**config.mk**
```make
export PLATFORM = sky130hd
export DESIGN_NAME = uart_byte_tx
export DESIGN_NICKNAME = d
export VERILOG_FILES = /design/src/rtl/uart_byte_tx.sv
export SDC_FILE = /design/constraint.sdc
export NUM_CORES = 1
export LEC_CHECK = 0
export CAP_MARGIN = 30
export CORE_UTILIZATION = 60
export CTS_CLUSTER_SIZE = 14
export DETAILED_ROUTE_END_ITERATION = 16
export PLACE_DENSITY = 0.86
export SYNTH_ARGS = -nofsm -noshare
export SYNTH_HDL_FRONTEND = slang
export SYNTH_SLANG_ARGS = --single-unit
```
**constraint.sdc**
```tcl
create_clock -name Clk -period 4.3 [get_ports Clk]
set_clock_uncertainty 0.15 [all_clocks]
set_input_delay 0.645 -clock Clk [delete_from_list [all_inputs] [get_ports Clk]]
set_output_delay 0.645 -clock Clk [all_outputs]
set_load 0.05 [all_outputs]
```
**src/rtl/uart_byte_tx.sv**
```systemverilog
// Serial byte transmitter: start bit, 8 data bits LSB first, 1 or 2 stop bits.
// A one-deep holding register lets the next byte queue behind the frame on the line.
module uart_byte_tx #(
  parameter int CLOCK_FREQ = 50_000_000,
  parameter int BAUD       = 115200,
  parameter int MCNT_BAUD  = CLOCK_FREQ / BAUD - 1,
  parameter int STOP_BITS  = 1
) (
  input  logic       Clk,
  input  logic       Reset,
  input  logic       Send_Go,
  input  logic [7:0] Data,
  output logic       uart_tx,
  output logic       Tx_Ready,
  output logic       Tx_Busy,
  output logic       Tx_Done
);

  localparam int DIV_BITS = $clog2(MCNT_BAUD + 1);
  localparam int DIV_W    = (DIV_BITS > 16) ? DIV_BITS : 16;
  localparam logic [DIV_W-1:0] DIV_LAST  = DIV_W'(MCNT_BAUD);
  localparam logic [2:0]       STOP_LAST = 3'(STOP_BITS - 1);

  typedef enum logic [1:0] {IDLE, START, DATA, STOP} stateT;

  stateT            state_q, state_d;
  logic [DIV_W-1:0] divCnt_q, divCnt_d;
  logic [2:0]       bitCnt_q, bitCnt_d;
  logic [7:0]       shift_q, shift_d;
  logic [7:0]       hold_q, hold_d;
  logic             holdEmpty_q, holdEmpty_d;
  logic             tx_q, tx_d;
  logic             busy_q;
  logic             done_q, done_d;
  logic             bitEnd;

  always_comb begin
    state_d     = state_q;
    divCnt_d    = divCnt_q;
    bitCnt_d    = bitCnt_q;
    shift_d     = shift_q;
    hold_d      = hold_q;
    holdEmpty_d = holdEmpty_q;
    tx_d        = tx_q;
    bitEnd      = (divCnt_q == DIV_LAST);

    if (state_q != IDLE) begin
      divCnt_d = bitEnd ? '0 : divCnt_q + 1'b1;
    end

    if (Send_Go && holdEmpty_q) begin
      hold_d      = Data;
      holdEmpty_d = 1'b0;
    end

    case (state_q)
      IDLE: begin
        divCnt_d = '0;
        bitCnt_d = '0;
        tx_d     = 1'b1;
        if (!holdEmpty_q) begin
          state_d     = START;
          shift_d     = hold_q;
          holdEmpty_d = 1'b1;
          tx_d        = 1'b0;
        end
      end
      START: begin
        if (bitEnd) begin
          state_d  = DATA;
          bitCnt_d = '0;
          tx_d     = shift_q[0];
        end
      end
      DATA: begin
        if (bitEnd) begin
          if (bitCnt_q == 3'd7) begin
            state_d  = STOP;
            bitCnt_d = '0;
            tx_d     = 1'b1;
          end else begin
            bitCnt_d = bitCnt_q + 3'd1;
            tx_d     = shift_q[bitCnt_q + 3'd1];
          end
        end
      end
      STOP: begin
        if (bitEnd) begin
          if (bitCnt_q == STOP_LAST) begin
            bitCnt_d = '0;
            // A byte queued before this edge chains straight into a new start bit.
            if (!holdEmpty_q) begin
              state_d     = START;
              shift_d     = hold_q;
              holdEmpty_d = 1'b1;
              tx_d        = 1'b0;
            end else begin
              state_d = IDLE;
              tx_d    = 1'b1;
            end
          end else begin
            bitCnt_d = bitCnt_q + 3'd1;
          end
        end
      end
      default: state_d = IDLE;
    endcase

    // Looked one clock ahead so the registered pulse lands on the last stop clock.
    done_d = (state_d == STOP) && (divCnt_d == DIV_LAST) && (bitCnt_d == STOP_LAST);
  end

  always_ff @(posedge Clk or posedge Reset) begin
    if (Reset) begin
      state_q     <= IDLE;
      divCnt_q    <= '0;
      bitCnt_q    <= '0;
      shift_q     <= '0;
      hold_q      <= '0;
      holdEmpty_q <= 1'b1;
      tx_q        <= 1'b1;
      busy_q      <= 1'b0;
      done_q      <= 1'b0;
    end else begin
      state_q     <= state_d;
      divCnt_q    <= divCnt_d;
      bitCnt_q    <= bitCnt_d;
      shift_q     <= shift_d;
      hold_q      <= hold_d;
      holdEmpty_q <= holdEmpty_d;
      tx_q        <= tx_d;
      busy_q      <= (state_d != IDLE);
      done_q      <= done_d;
    end
  end

  assign uart_tx  = tx_q;
  assign Tx_Ready = holdEmpty_q;
  assign Tx_Busy  = busy_q;
  assign Tx_Done  = done_q;

endmodule

```
==> impl_results.rst, run 1 <==
.. list-table::
   :header-rows: 1

   * - Metric
     - Value
   * - Number of synthesized flops with an enable pin
     - 0
   * - Starting density of the core
     - ~65%
   * - Post-layout instance count excluding filler cells
     - 270
   * - Adder and majority cell fraction of the synthesized area
     - 5.10%
   * - Final Wtd Congestion
     - just over 0.9
   * - Post-synthesis average cell area
     - about 11 sq um
   * - Main synth FF type
     - dfrtp_1
   * - Antenna violations before repair
     - 0
   * - Min-Delay Path Class
     - flop to flop
   * - WP data arrival
     - between 2 and 3 ns
   * - Die Footprint
     - a little under 0.004 sq mm
   * - PwrDens
     - roughly 270 mW/mm^2
   * - Sum of net half-perimeters after detailed placement
     - about 3000 microns
   * - WP data required
     - ~4.4 ns
   * - Count of routing violations after the opening detailed-route iteration
     - 140
   * - Wire length of the first global-routing pass
     - between 7000 and 8000 microns
   * - Number of fill cells
     - 259
   * - Fin nets
     - roughly 240
   * - Global routing usage summed across all routing layers
     - about a quarter
   * - TritonCTS clock tree
     - done
   * - Overflow after GRT
     - 0
   * - Slowest cell delay on critical path
     - ~0.62 ns
   * - Maximum root-to-sink buffer count
     - 2
   * - Total length of routed met3 wires
     - between 200 and 250 microns
   * - Area added between synthesis and finish
     - 11.7%
   * - Number of buffer cells added on primary ports
     - 14
   * - Core occupancy in the finished layout
     - between 70% and 80%
   * - Setup-failing EPs final
     - 0
   * - Number of design rule violations left after detail routing
     - 0
   * - Compound-cell area share of the yosys netlist
     - 8.39%
   * - Result of the run
     - finished clean
   * - Remaining antenna violation count after routing
     - 0
   * - Die Span X
     - between 60 and 70 microns
   * - Maximum number of pins on one net before global-route repair
     - between 40 and 50
   * - H-tree depth
     - 2
   * - Post-Place Cell Area
     - ~0.0024 sq mm
   * - Number of placement rows
     - 21
   * - Unrepaired setup endpoints after global routing
     - false
   * - Cell with the biggest individual delay on the critical path
     - nor4_2
   * - Number of failing hold endpoints at the final stage
     - 0
   * - Share of synthesized cell area in and, or, nand and nor gates
     - between 10% and 20%
   * - Synth cell types
     - between 40 and 50
   * - Async S/R FF share, synth
     - 100%
   * - Flip-flop and latch count after synthesis
     - 41
   * - Drt wl/cell
     - 16.0 microns
   * - Final-report max-slew violation count
     - 0
   * - Number of clock buffers inserted by TritonCTS
     - 5
   * - Kind of critical path
     - flop to flop
   * - Setup crit start kind
     - flop
   * - Largest family of logic cells by synthesized area
     - simple AND/OR/NAND/NOR gates
   * - Leak pwr
     - between 0.001 and 0.0015 uW
   * - Max-cap check violation count
     - 0
   * - Die height
     - roughly 63 microns
   * - Number of gates given a new drive strength after cts
     - 0
   * - Iteration count of the initial detailed-routing pass
     - 4
   * - TritonCTS Sinks
     - 41
   * - Ratio of cells with drive above 1 in the final layout
     - 17.4%
   * - Area of the core region
     - around 0.0034 sq mm
   * - Final Cycle Share
     - approximately 66%
   * - Cells along the critical path
     - or4b_4 -> nor4_2 -> nand4_1 -> o211ai_1 -> o21ai_2 -> a2111oi_2
   * - Fin area
     - around 0.0025 sq mm
   * - Highest Signal Layer
     - met4
   * - Nets in the synthesized netlist
     - 226
   * - Headroom to the max-slew limit
     - about 56%
   * - Clock-pin slew of the registers on the worst-case setup and hold paths
     - roughly 0.12 ns
   * - Cells after Synth
     - about 200
   * - Transition time at the pin with the least slew margin
     - roughly 0.66 ns
   * - I/O pin count
     - 15
   * - Post-synthesis mux area share
     - between 10% and 20%
   * - Via-per-instance ratio
     - about 6
   * - Diode count
     - 0
   * - Detailed-route wire length
     - 4310 microns
   * - Placed Cells incl. Taps
     - 262
   * - Count of synthesis-stage warnings from yosys
     - 0
   * - Leading cell type in the layout, fill and taps excluded
     - dfrtp_1
   * - Library cell used as clock root buffer
     - clkbuf_4
   * - Worst vdd rail ir drop
     - ~220 uV
   * - Mapped Area
     - around 0.0022 sq mm
   * - Xor/xnor cell area share of the yosys netlist
     - around 5.6%
   * - CP Buf/Inv Count
     - 0
   * - Fraction of the yosys area taken by sequential cells
     - between 40% and 50%
   * - Post-route met1 wirelength
     - 1950 microns
   * - Source-to-sink clock delay at the later pin of the worst-skew pair
     - roughly 0.36 ns
   * - Detailed-routed wire length on met2
     - between 2000 and 2500 microns
   * - Vias in the first global route
     - between 1500 and 2000
   * - Peak fanout along the critical path
     - 7
   * - Max frequency
     - between 300 and 400 MHz
   * - Vias post-DR
     - 1622
   * - Setup TNS
     - 0 ns
   * - Worst setup EP type
     - flop
   * - Worst path top cell family by delay
     - simple AND/OR/NAND/NOR gates
   * - Top library cells by usage in the layout, fill and taps aside
     - dfrtp_1, nor2_1, mux2_2, inv_1, clkdlybuf4s50_1
   * - Post-CTS setup-driven buffer insertion count
     - 0
   * - Clock period minus worst slack
     - ~2.8 ns
   * - Number of hold-repair buffers added at the cts stage
     - 0
worst paths after layout:
kind                             start           end  slack (ns)  cells after the start
hold / removal              shift_q[4]    shift_q[4]        0.37                      1
hold reg to reg             shift_q[4]    shift_q[4]        0.37                      1
setup / recovery           divCnt_q[3]       Tx_Done        1.48                      6
min in group asynchronous        Reset  divCnt_q[13]        0.56                      3
max in group asynchronous        Reset       uart_tx        3.08                      3
setup reg to reg           divCnt_q[3]       Tx_Done        1.48                      6
kinds of logic after synthesis:
family	Yosys count
simple gates	75
flops	41
compound gates	27
mux	21
buf+inv	19
xor+xnor	14
fa+ha+maj	9
cells in the mapped netlist (2+ instances only):
cell type | count | area (sq um)
nor2_1 | 20 | 75.1
nand3_1 | 8 | 40.0
nand2_1 | 10 | 37.5
mux2_2 | 18 | 203
nand4_1 | 7 | 43.8
xnor2_1 | 8 | 70.1
o211ai_1 | 2 | 15.0
dfstp_2 | 2 | 52.6
a31oi_1 | 2 | 12.5
nor2b_1 | 4 | 25.0
a21oi_1 | 10 | 50.1
dfrtp_1 | 39 | 976
and3_1 | 2 | 12.5
nor3_1 | 6 | 30.0
o21ai_0 | 7 | 35.0
nor4_1 | 3 | 18.8
inv_1 | 14 | 52.6
clkbuf_1 | 3 | 11.3
mux4_2 | 2 | 45.0
o21ai_2 | 2 | 17.5
and4_1 | 2 | 17.5
ha_1 | 9 | 113
xor2_1 | 6 | 52.6
area by class of cell:
cell class                      count  area, sq um  share of cell area, %
Sequential cell                    41         1030                   41.7
Inverter                           14         52.6                   2.13
Tap cell                           46         57.6                   2.34
Clock buffer                        6         41.3                   1.68
Multi-Input combinational cell    146         1100                   44.5
Timing Repair Buffer               15          148                   5.99
Clock inverter                      2         38.8                   1.57
metal layers:
metal	global-route usage [%]	vias up
li1	-	766
met1	33.0	791
met2	39.5	52
met3	7.12	13
met4	10.8	0
met5	0	-
per-stage QoR:
step | power, uW | worst slack [ns] | hold slack (ns)
floorplan | 414 | 1.67 | 0.324
global placement | 426 | 1.59 | 0.334
detailed placement | 429 | 1.55 | 0.347
CTS | 680 | 1.50 | 0.376
global route | 695 | 1.30 | 0.394
finish | 672 | 1.48 | 0.372
worst reg2reg max path: cells and delay by family, from the launching register on:
kind / cells / cell delay, ns
flip-flops: 1 / 0.46
AND/OR/NAND/NOR: 3 / 1.49
AO/OA/AOI/OAI: 3 / 0.61
power by group:
| part | internal, uW | switching (uW) | total [uW] |
|---|---|---|---|
| logic | 13.7 | 10.0 | 23.7 |
| registers | 393 | 3.74 | 396 |
| clock network | 124 | 128 | 252 |
sequential cells by signal, indices dropped and copies added, names as in the netlist:
name / count
divCnt_q: 16
hold_q: 8
shift_q: 8
bitCnt_q: 3
state_q: 2
Tx_Busy: 1
Tx_Done: 1
Tx_Ready: 1
uart_tx: 1
No activity file was read; power rests on OpenSTA's default activity.
==> inputs of run 2 (changes only) <==
Settings changed: CORE_UTILIZATION 60 to 58, PLACE_DENSITY 0.86 to 0.84.
Clock period 4.3 ns to 2.8 ns, I/O delays scaled along.
==> run 2 against run 1 <==
Power is 67% higher. Via count increased by 2.3%. Clock power is 90% higher. Combinational power is 50% higher. Sequential cell count unchanged. Utilization shrank 2.0 points. Critical path type unchanged. Cell count grew 3.3%.
==> impl_results.rst, run 2 (synthesis gave the netlist of run 1 again) <==
.. list-table::
   :header-rows: 1

   * - Metric
     - Value
   * - Result of the run
     - finished clean
   * - TritonCTS Sinks
     - just over 40
   * - Area of the core region
     - 0.00366 sq mm
   * - Wire length of the first global-routing pass
     - 7090 microns
   * - Max frequency
     - around 370 MHz
   * - Final Wtd Congestion
     - between 0.8 and 0.9
   * - Number of failing hold endpoints at the final stage
     - 0
   * - Starting density of the core
     - roughly 60%
   * - PwrDens
     - 437 mW/mm^2
   * - Placed Cells incl. Taps
     - approximately 270
   * - Die Footprint
     - about 0.0041 sq mm
   * - Library cell used as clock root buffer
     - clkbuf_8
   * - Cells along the critical path
     - or4b_4 -> or4_4 -> nor3_1 -> o31ai_1 -> nand4bb_1 -> a2111oi_2
   * - WP data required
     - between 2 and 3 ns
   * - Slowest cell delay on critical path
     - a little over 0.6 ns
   * - Ratio of cells with drive above 1 in the final layout
     - 20.8%
   * - Overflow after GRT
     - 0
   * - WP data arrival
     - 2.73 ns
   * - Antenna violations before repair
     - 0
   * - TritonCTS clock tree
     - done
   * - Number of buffer cells added on primary ports
     - 14
   * - Number of clock buffers inserted by TritonCTS
     - 5
   * - Clock-pin slew of the registers on the worst-case setup and hold paths
     - approximately 0.080 ns
   * - Biggest registers after layout
     - divCnt_q: 16 flops, hold_q: 8 flops, shift_q: 8 flops
   * - Remaining antenna violation count after routing
     - 0
   * - Global routing usage summed across all routing layers
     - 23.0%
   * - Detailed-route wire length
     - about 4400 microns
   * - H-tree depth
     - 2
   * - Clock period minus worst slack
     - roughly 2.7 ns
   * - Post-layout instance count excluding filler cells
     - around 280
   * - Setup crit start kind
     - flop
   * - Count of routing violations after the opening detailed-route iteration
     - 205
   * - Kind of critical path
     - flop to flop
   * - Die height
     - 63.7 microns
   * - Register ranked first by flip-flop count
     - divCnt_q
   * - Via-per-instance ratio
     - roughly 6
   * - Source-to-sink clock delay at the later pin of the worst-skew pair
     - ~0.30 ns
   * - Iteration count of the initial detailed-routing pass
     - 5
   * - Final-report max-slew violation count
     - 0
   * - Number of flip-flops in the largest register
     - 16
   * - Vias post-DR
     - 1660
   * - Number of hold-repair buffers added at the cts stage
     - 0
   * - Number of placement rows
     - 22
   * - Sum of net half-perimeters after detailed placement
     - just under 3000 microns
   * - Worst setup EP type
     - flop
   * - Max-cap check violation count
     - 0
   * - Maximum root-to-sink buffer count
     - 2
   * - Total Power Consumption
     - around 1100 uW
   * - Cell with the biggest individual delay on the critical path
     - or4_4
   * - Transition time at the pin with the least slew margin
     - between 0.5 and 0.6 ns
   * - Final Cycle Share
     - 96.2%
   * - Leak pwr
     - between 0.001 and 0.0015 uW
   * - Min-Delay Path Class
     - flop to flop
   * - Drt wl/cell
     - roughly 16 microns
   * - Setup-failing EPs final
     - 0
   * - I/O pin count
     - 15
   * - Peak fanout along the critical path
     - 5
   * - Leading cell type in the layout, fill and taps excluded
     - dfrtp_1
   * - Maximum number of pins on one net before global-route repair
     - 42
   * - Worst vdd rail ir drop
     - 406 uV
   * - Number of design rule violations left after detail routing
     - 0
   * - Die Span X
     - about 64 microns
   * - Fin nets
     - 250
   * - Area added between synthesis and finish
     - 16.4%
   * - Top library cells by usage in the layout, fill and taps aside
     - dfrtp_1, nor2_1, mux2_2, inv_1, clkdlybuf4s50_1
   * - Diode count
     - 0
   * - Headroom to the max-slew limit
     - a little over 60%
   * - Vias in the first global route
     - 1486
   * - Worst slack on hold paths
     - 0.356 ns
==> run 2: layout make-up <==
type	count	area, sq um
multi-input cells	147	1120
fillers	253	1090
flip-flops and latches	41	1030
repair buffers	21	193
clock buffers	5	68.8
well taps	48	60.1
inverters	14	52.6
clock inverters	3	46.3
==> run 2: layer usage <==
metal	vias to the layer above	share of wire (%)	GRT usage [%]
met2	67	45	34.3
met3	11	6.6	6.16
met1	799	47	33.0
li1	783	-	-
met4	0	1.9	6.53
met5	-	0	0
==> run 2: through the flow <==
step                utilization, %  cell area, sq um  setup WS (ns)  setup TNS, ns
global route                  70.1              2570       -0.00852       -0.00852
CTS                           69.1              2530          0.114              0
detailed placement            66.0              2420          0.134              0
global placement              66.0              2420          0.170              0
floorplan                        -              2210          0.173              0
finish                        70.1              2570          0.106              0
==> run 2: path summary, 6_finish.rpt <==
| kind | from | endpoint | slack [ns] | cells past startpoint |
|---|---|---|---|---|
| worst max-delay path | divCnt_q[6] | Tx_Done | 0.11 | 6 |
| worst max register to register | divCnt_q[6] | Tx_Done | 0.11 | 6 |
| min in group asynchronous | Reset | divCnt_q[15] | 0.38 | 3 |
| max in group asynchronous | Reset | Tx_Ready | 1.76 | 3 |
| worst min-delay path | hold_q[7] | hold_q[7] | 0.36 | 1 |
| worst min register to register | hold_q[7] | hold_q[7] | 0.36 | 1 |
==> run 2: report_power, final <==
part | switching (uW) | internal, uW | leakage, uW | total (uW)
Sequential | 4.94 | 603 | 0.000534 | 608
Combinational | 14.6 | 21.0 | 0.000559 | 35.6
Clock | 212 | 267 | 0.0000543 | 478
==> run 2: critical path: cells and delay by family (launching register included) <==
kind | cells | cell delay, ns
simple gates | 4 | 1.60
flops | 1 | 0.43
compound gates | 2 | 0.42
==> run 2: what timing repair did <==
action                     CTS  global route
resized for setup            0             2
buffers inserted             0             2
setup endpoints to repair    0             2
